**config.mk**
```make
export PLATFORM = sky130hd
export DESIGN_NAME = video_timing_gen
export DESIGN_NICKNAME = d
export VERILOG_FILES = /design/src/rtl/video_timing_gen.sv
export SDC_FILE = /design/constraint.sdc
export NUM_CORES = 1
export LEC_CHECK = 0
export CAP_MARGIN = 5
export CORE_ASPECT_RATIO = 1.4
export CORE_MARGIN = 1.5
export CORE_UTILIZATION = 54
export CTS_BUF_LIST = sky130_fd_sc_hd__clkbuf_16
export DETAILED_ROUTE_END_ITERATION = 12
export PLACE_DENSITY_LB_ADDON = 0.25
export SLEW_MARGIN = 30
export SYNTH_ARGS = -nofsm -noshare
export SYNTH_HDL_FRONTEND = slang
export SYNTH_SLANG_ARGS = --single-unit
```
**constraint.sdc**
```tcl
create_clock -name video_clk_pix -period 3.2 [get_ports video_clk_pix]
set_input_delay 0.96 -clock video_clk_pix [delete_from_list [all_inputs] [get_ports video_clk_pix]]
set_output_delay 0.96 -clock video_clk_pix [all_outputs]
set_load 0.1 [all_outputs]
```
**src/rtl/video_timing_gen.sv**
```systemverilog
// Raster timing generator: signed beam coordinates, sync, data enable,
// line/frame start strobes and a frame counter, all on the pixel clock.
module video_timing_gen #(
  parameter int COORDSPC = 16,
  parameter int H_RES    = 1280,
  parameter int H_FP     = 110,
  parameter int H_SYNC   = 40,
  parameter int H_BP     = 220,
  parameter int V_RES    = 720,
  parameter int V_FP     = 5,
  parameter int V_SYNC   = 5,
  parameter int V_BP     = 20,
  parameter int H_POL    = 1,
  parameter int V_POL    = 1,
  parameter int FCNT_W   = 16
) (
  input  logic                       video_clk_pix,
  input  logic                       video_rst_n,
  output logic signed [COORDSPC-1:0] sx,
  output logic signed [COORDSPC-1:0] sy,
  output logic                       hsync,
  output logic                       vsync,
  output logic                       video_enable,
  output logic                       line_start,
  output logic                       frame_start,
  output logic [FCNT_W-1:0]          frame_count
);

  localparam int H_STA = -(H_FP + H_SYNC + H_BP);
  localparam int V_STA = -(V_FP + V_SYNC + V_BP);
  localparam longint CMIN = -(64'sd1 <<< (COORDSPC - 1));
  localparam longint CMAX = (64'sd1 <<< (COORDSPC - 1)) - 1;

  // Signed compares below rely on every bound fitting the coordinate width.
  if (H_STA < CMIN || H_RES - 1 > CMAX) begin : g_hfit
    $error("H_STA or H_RES-1 does not fit in COORDSPC");
  end
  if (V_STA < CMIN || V_RES - 1 > CMAX) begin : g_vfit
    $error("V_STA or V_RES-1 does not fit in COORDSPC");
  end

  typedef logic signed [COORDSPC-1:0] coord_t;

  localparam coord_t HS   = coord_t'(H_STA);
  localparam coord_t HE   = coord_t'(H_RES - 1);
  localparam coord_t HSY0 = coord_t'(H_STA + H_FP);
  localparam coord_t HSY1 = coord_t'(H_STA + H_FP + H_SYNC - 1);
  localparam coord_t VS   = coord_t'(V_STA);
  localparam coord_t VE   = coord_t'(V_RES - 1);
  localparam coord_t VSY0 = coord_t'(V_STA + V_FP);
  localparam coord_t VSY1 = coord_t'(V_STA + V_FP + V_SYNC - 1);
  localparam logic   HACT = 1'(H_POL);
  localparam logic   VACT = 1'(V_POL);

  coord_t             sx_q, sx_d;
  coord_t             sy_q, sy_d;
  logic               hs_q, hs_d;
  logic               vs_q, vs_d;
  logic               de_q, de_d;
  logic               ls_q, ls_d;
  logic               fs_q, fs_d;
  logic [FCNT_W-1:0]  fc_q, fc_d;
  logic               hwrap;

  // Every output is decoded from the next coordinates so all stay aligned.
  always_comb begin
    hwrap = (sx_q == HE);
    sx_d  = hwrap ? HS : sx_q + coord_t'(1);
    sy_d  = sy_q;
    if (hwrap) begin
      sy_d = (sy_q == VE) ? VS : sy_q + coord_t'(1);
    end
    hs_d = (sx_d >= HSY0 && sx_d <= HSY1) ? HACT : ~HACT;
    vs_d = (sy_d >= VSY0 && sy_d <= VSY1) ? VACT : ~VACT;
    de_d = ~sx_d[COORDSPC-1] & ~sy_d[COORDSPC-1];
    ls_d = (sx_d == HS);
    fs_d = ls_d && (sy_d == VS);
    fc_d = fs_d ? fc_q + FCNT_W'(1) : fc_q;
  end

  always_ff @(posedge video_clk_pix or negedge video_rst_n) begin
    if (!video_rst_n) begin
      sx_q <= HE;
      sy_q <= VE;
      hs_q <= ~HACT;
      vs_q <= ~VACT;
      de_q <= 1'b0;
      ls_q <= 1'b0;
      fs_q <= 1'b0;
      fc_q <= '0;
    end else begin
      sx_q <= sx_d;
      sy_q <= sy_d;
      hs_q <= hs_d;
      vs_q <= vs_d;
      de_q <= de_d;
      ls_q <= ls_d;
      fs_q <= fs_d;
      fc_q <= fc_d;
    end
  end

  assign sx           = sx_q;
  assign sy           = sy_q;
  assign hsync        = hs_q;
  assign vsync        = vs_q;
  assign video_enable = de_q;
  assign line_start   = ls_q;
  assign frame_start  = fs_q;
  assign frame_count  = fc_q;

endmodule

```
==> flow_metrics.env, run 1 <==
export IMPL_status="completed"
export IMPL_dp_hpwl_mm=5.80
export IMPL_numCtsBuffers=5
export IMPL_synth_area_leaders="dfrtp_1 28%, dfstp_2 13%, xor2_1 5.3%"
export IMPL_grt_pass1_vias=2659
export IMPL_synth_nets=344
export IMPL_maxSlewViolCount=0
export IMPL_path_cells="ha_1 > and3_2 > nand4_1 > buf_4 > o21ai_0 > o2111ai_1 > nand4b_2 > or3_4 > mux2_4"
export IMPL_start_kind="register"
export IMPL_max_cap_viol_count=0
export IMPL_ir_drop_uv=194
export IMPL_p_clk_share_pct=44.2
export IMPL_post_route_period_util_pct=93.6
export IMPL_worst_pin_slew_ns=0.535
export IMPL_via_per_inst=6.40
export IMPL_die_w_um=69.4
export IMPL_path_class="reg2reg"
export IMPL_synth_avg_cell_area_um2=9.83
export IMPL_tritoncts="built"
export IMPL_syn_inst=339
export IMPL_drt_iter0_markers=261
export IMPL_finalInstanceArea_um2=3970
export IMPL_wirelength_mm=8.18
export IMPL_nFillCells=506
export IMPL_post_synth_num_cell_types=66
export IMPL_postCtsSetupBuffers=0
export IMPL_grt_max_degree=32
export IMPL_clk_latency_ns=0.29
export IMPL_design_core_area_um2=5900
export IMPL_synthArstFlopShare_pct=100
export IMPL_critPathArrivalTime_ns=3.18
export IMPL_cts_max_level=2
export IMPL_yosysSeqAreaShare_pct=40.4
export IMPL_fin_skew_ns=0.00748
export IMPL_synth_edff_count=0
export IMPL_setup_tns_ns=0
export IMPL_synth_warning_count=0
export IMPL_fin_crit_ns=3.00
export IMPL_place_ws_ns=0.133
export IMPL_required_ns=3.38
export IMPL_crit_family="simple AND/OR/NAND/NOR gates"
export IMPL_drc=0
export IMPL_io_pins=55
export IMPL_area_delta_synth_final_pct=19.2
export IMPL_critPathSlowestCell="dfstp_4"
export IMPL_route_detailed_wl_per_inst_um=17.8
export IMPL_cts_buffer_depth=2
export IMPL_synth_flop_cell="dfrtp_1"
export IMPL_holdCritPathClass="reg2reg"
export IMPL_dieHeight_um=96.0
export IMPL_seqPwrFrac_pct=54.5
export IMPL_max_slew_margin_pct=64.3
export IMPL_path_buf_inv=1
export IMPL_insertedDiodeCount=0
export IMPL_gp_congestion=0.901
export IMPL_overflow=0
export IMPL_dpl_cell_area_um2=3780
export IMPL_p_leak_nw=1.82
export IMPL_post_place_cells=451
export IMPL_cts_root_buffer="clkbuf_16"
export IMPL_grt_usage_pct=24.5
export IMPL_fmax_mhz=334
export IMPL_die_area_um2=6660
export IMPL_layout_nets=394
export IMPL_synth_largest_area_cell="dfrtp_1"
export IMPL_setup_ws_ns=0.203
export IMPL_clock_sinks=53
export IMPL_netlist_area_leader_share_pct=27.8
export IMPL_syn_area_um2=3330
export IMPL_p_sw_share_pct=21.5
export IMPL_power_density_nw_per_um2=309
export IMPL_drive_gt1_share_pct=31.0
export IMPL_ant_nets=0
export IMPL_setup_viol=0
export IMPL_drtPass1Iterations=4
export IMPL_layout_cells_non_filler=460
export IMPL_hold_viol_final=0
export IMPL_portBuffers=54
export IMPL_end_kind="register"
export IMPL_ctsResizeCount=0
export IMPL_max_stage_delay_ns=0.66
export IMPL_via_count=2944
export IMPL_cp_max_fo=8
export IMPL_switchingPower_uw=264
export IMPL_antenna_found_initial=0
export IMPL_p_int_uw=965
export IMPL_ys_seq_elements=53
export IMPL_rsz0062_at_grt="no"
export IMPL_ctsHoldBuffers=0
export IMPL_grt_pass1_wl_mm=13.1
export IMPL_initial_core_util_pct=56.5
export IMPL_cts_clk_slew_worst_paths_ns=0.07
export IMPL_rows=33
export IMPL_combPwrFrac_pct=1.3
-- through the flow --
step	hold slack (ns)	total power, mW	util (%)
2_1_floorplan	0.664	0.683	-
6_report	0.494	1.23	67.3
4_1_cts	0.501	1.24	66.5
3_3_place_gp	0.473	0.699	64.0
3_5_place_dp	0.489	0.699	64.0
5_1_grt	0.520	1.26	67.3
-- cell families (layout without fill, tap and decap cells) --
family                   count (synthesis)  after routing  share of synthesized area, %
AND/OR/NAND/NOR                        157            158                          31.5
AO/OA/AOI/OAI                           62             62                          12.9
flip-flops                              53             53                          40.4
buffers and inverters                   35             85                          5.82
XOR/XNOR                                27             27                          7.09
adder cells (fa/ha/maj)                  3              3                          1.13
multiplexers                             2              2                          1.13
-- routing by layer --
metal / wire [um] / vias to the layer above / track usage, %
li1: - / 1388 / -
met2: 4250 / 98 / 44.3
met4: 174 / 0 / 8.01
met1: 3360 / 1438 / 30.4
met3: 389 / 20 / 3.25
met5: 0 / - / 0
-- worst paths after layout --
path	from	endpoint	slack, ns	cells after the start
min in group asynchronous	video_rst_n	frame_count[10]	0.64	1
max in group asynchronous	video_rst_n	sx[2]	1.93	2
min	frame_count[10]	frame_count[10]	0.49	1
min reg2reg	frame_count[10]	frame_count[10]	0.49	1
max reg2reg	sx[0]	frame_count[1]	0.20	9
max	sx[0]	frame_count[1]	0.20	9
-- cell type report --
class	instances	area (um2)	share of cell area (%)
Tap cell	70	87.6	2.20
Timing Repair Buffer	66	505	12.7
Inverter	11	41.3	1.04
Sequential cell	53	1350	34.1
Clock inverter	3	21.3	0.535
Clock buffer	5	125	3.15
Multi-Input combinational cell	252	1840	46.3
-- power groups by stage --
stage / Clock (mW) / Sequential (mW) / Combinational, mW
final: 0.543 / 0.670 / 0.0160
after global routing: 0.575 / 0.670 / 0.0193
after CTS: 0.553 / 0.670 / 0.0169
after detailed placement: 0 / 0.682 / 0.0170
after global placement: 0 / 0.682 / 0.0168
after floorplan: 0 / 0.683 / 0.000000815
-- worst reg2reg max path: stages (launching register included) --
cell       delay, ns
dfstp_4         0.66
ha_1            0.17
and3_2          0.26
nand4_1         0.22
buf_4           0.23
o21ai_0         0.24
o2111ai_1       0.15
nand4b_2        0.24
or3_4           0.43
mux2_4          0.30
-- flip-flops by register name, indices dropped and copies added, names as in the netlist --
register,cells
frame_count,16
sx,16
sy,16
frame_start,1
hsync,1
line_start,1
video_enable,1
vsync,1
-- synth_stat cells (3+ instances only) --
cell      count
nor4_2       10
buf_6         4
xnor2_1       7
inv_1        11
buf_2         8
nand4_1      20
buf_4         6
and4_1        8
dfrtp_1      37
ha_1          3
o31ai_1       3
nor4_1        9
xor2_1       20
and3_1        9
nand3_1      23
and2_1        8
a31oi_1       4
o21ai_0      18
nor2_1        6
or3_1         5
a21oi_1       5
nor3_1        7
and4b_1       3
o211ai_1      5
clkbuf_1      4
nand2_1      28
a41oi_1       4
dfstp_2      16
-- placed cells by master (no fill, tap or decap), types with 7 or more instances in the layout --
cell type | Yosys | routed
nor4_2 | 10 | 14
nand3_1 | 23 | 21
and3_1 | 9 | 8
nor3_1 | 7 | 7
inv_1 | 11 | 11
o21ai_0 | 18 | 18
xnor2_1 | 7 | 7
dfstp_2 | 16 | 14
and4_1 | 8 | 8
buf_4 | 6 | 64
xor2_1 | 20 | 20
nand4_1 | 20 | 20
nand2_1 | 28 | 28
dfrtp_1 | 37 | 37
and2_1 | 8 | 8
Power figures use the tool's default switching activity.
==> inputs of run 2 (changes only) <==
Settings changed: CELL_PAD_IN_SITES_DETAIL_PLACEMENT set to 1, CELL_PAD_IN_SITES_GLOBAL_PLACEMENT set to 1, CORE_UTILIZATION 54 to 41.
==> flow_metrics.env, run 2 (synthesis results as in run 1) <==
export IMPL_nFillCells=899
export IMPL_max_slew_margin_pct=70.0
export IMPL_fin_hold_ws_ns=0.468
export IMPL_clk_latency_ns=0.30
export IMPL_fmax_mhz=329
export IMPL_max_cap_viol_count=0
export IMPL_maxSlewViolCount=0
export IMPL_cts_buffer_depth=2
export IMPL_required_ns=3.42
export IMPL_drtPass1Iterations=4
export IMPL_setup_viol=0
export IMPL_area_delta_synth_final_pct=21.4
export IMPL_via_per_inst=6.01
export IMPL_tritoncts="built"
export IMPL_p_clk_share_pct=44.9
export IMPL_power_density_nw_per_um2=308
export IMPL_overflow=0
export IMPL_initial_core_util_pct=42.7
export IMPL_cts_root_buffer="clkbuf_16"
export IMPL_p_sw_share_pct=22.3
export IMPL_post_route_period_util_pct=95.1
export IMPL_total_power_mw=1.24
export IMPL_grt_usage_pct=23.3
export IMPL_holdCritPathClass="reg2reg"
export IMPL_rsz0062_at_grt="yes"
export IMPL_io_pins=55
export IMPL_hold_viol_final=0
export IMPL_path_class="reg2reg"
export IMPL_fin_skew_ns=0.00555
export IMPL_start_kind="register"
export IMPL_drive_gt1_share_pct=31.6
export IMPL_cp_max_fo=15
export IMPL_worst_pin_slew_ns=0.445
export IMPL_p_leak_nw=1.85
export IMPL_die_area_um2=8690
export IMPL_rrSetupSlack_ns=0.16
export IMPL_drc=0
export IMPL_cts_max_level=2
export IMPL_fin_crit_ns=3.04
export IMPL_p_int_uw=968
export IMPL_postCtsSetupBuffers=0
export IMPL_clock_sinks=53
export IMPL_final_common_cell="buf_4"
export IMPL_switchingPower_uw=277
export IMPL_grt_pass1_vias=3029
export IMPL_insertedDiodeCount=0
export IMPL_finalInstanceArea_um2=4050
export IMPL_design_core_area_um2=7800
export IMPL_dp_hpwl_mm=6.94
export IMPL_rows=38
export IMPL_wirelength_mm=9.61
export IMPL_layout_nets=400
export IMPL_end_kind="register"
export IMPL_critPathArrivalTime_ns=3.26
export IMPL_via_count=2983
export IMPL_status="completed"
export IMPL_portBuffers=54
export IMPL_grt_pass1_wl_mm=15.6
export IMPL_ctsHoldBuffers=0
export IMPL_drt_iter0_markers=82
export IMPL_numCtsBuffers=5
export IMPL_combPwrFrac_pct=1.3
export IMPL_dieHeight_um=110
export IMPL_cts_clk_slew_worst_paths_ns=0.07
export IMPL_gp_congestion=0.837
export IMPL_mostFrequentLayoutCells="71 x buf_4, 37 x dfrtp_1, 28 x nand2_1"
export IMPL_ant_nets=0
export IMPL_antenna_found_initial=0
export IMPL_die_w_um=79.2
export IMPL_grt_max_degree=54
export IMPL_ir_drop_uv=199
export IMPL_ctsResizeCount=0
export IMPL_seqPwrFrac_pct=53.8
export IMPL_route_detailed_wl_per_inst_um=19.4
export IMPL_dpl_cell_area_um2=3870
## run 2: area by class of cell
type	count	area, um2	area share (%)
Timing Repair Buffer	73	558	13.8
Inverter	11	41.3	1.02
Sequential cell	53	1350	33.5
Multi-Input combinational cell	251	1820	44.9
Tap cell	100	125	3.09
Clock inverter	3	25.0	0.618
Clock buffer	5	125	3.09
## run 2: power by group through the flow
stage | clock network (mW) | logic [mW] | registers, mW
after CTS | 0.580 | 0.0178 | 0.670
after floorplan | 0 | 0.000000815 | 0.683
after detailed placement | 0 | 0.0178 | 0.682
after global placement | 0 | 0.0172 | 0.682
after global routing | 0.600 | 0.0192 | 0.670
final | 0.559 | 0.0163 | 0.670
## run 2: metal layers
metal	GRT usage, %	up-vias	part of all wire (%)
li1	-	1399	-
met1	28.3	1505	42
met2	42.1	64	53
met3	3.15	15	3.0
met4	8.02	0	2.0
met5	0	-	0
## run 2: through the flow
| step | setup WS [ns] | utilization (%) | cells | TNS [ns] |
|---|---|---|---|---|
| CTS | 0.111 | 51.6 | 496 | 0 |
| global route | -0.0489 | 51.9 | 496 | -0.128 |
| global placement | 0.210 | 49.6 | 488 | 0 |
| finish | 0.157 | 51.9 | 496 | 0 |
| detailed placement | 0.158 | 49.6 | 488 | 0 |
| floorplan | 0.0116 | - | 339 | 0 |
## run 2: path summary, 6_finish.rpt
kind	startpoint	endpoint	depth (start not counted)
setup / recovery	sx[0]	frame_count[9]	10
hold / removal	frame_count[15]	frame_count[15]	1
setup reg to reg	sx[0]	frame_count[9]	10
hold reg to reg	frame_count[15]	frame_count[15]	1
max in group asynchronous	video_rst_n	sy[9]	2
min in group asynchronous	video_rst_n	frame_count[10]	2
## run 2: worst max-delay path, stage by stage (launching register included)
cell and delay (ns):
dfstp_4 0.65, ha_1 0.17, and3_1 0.27, nand4_1 0.20, buf_4 0.25, o21ai_0 0.26, o2111ai_1 0.15, nand4b_2 0.23
buf_4 0.23, nor4_2 0.37, xor2_1 0.19
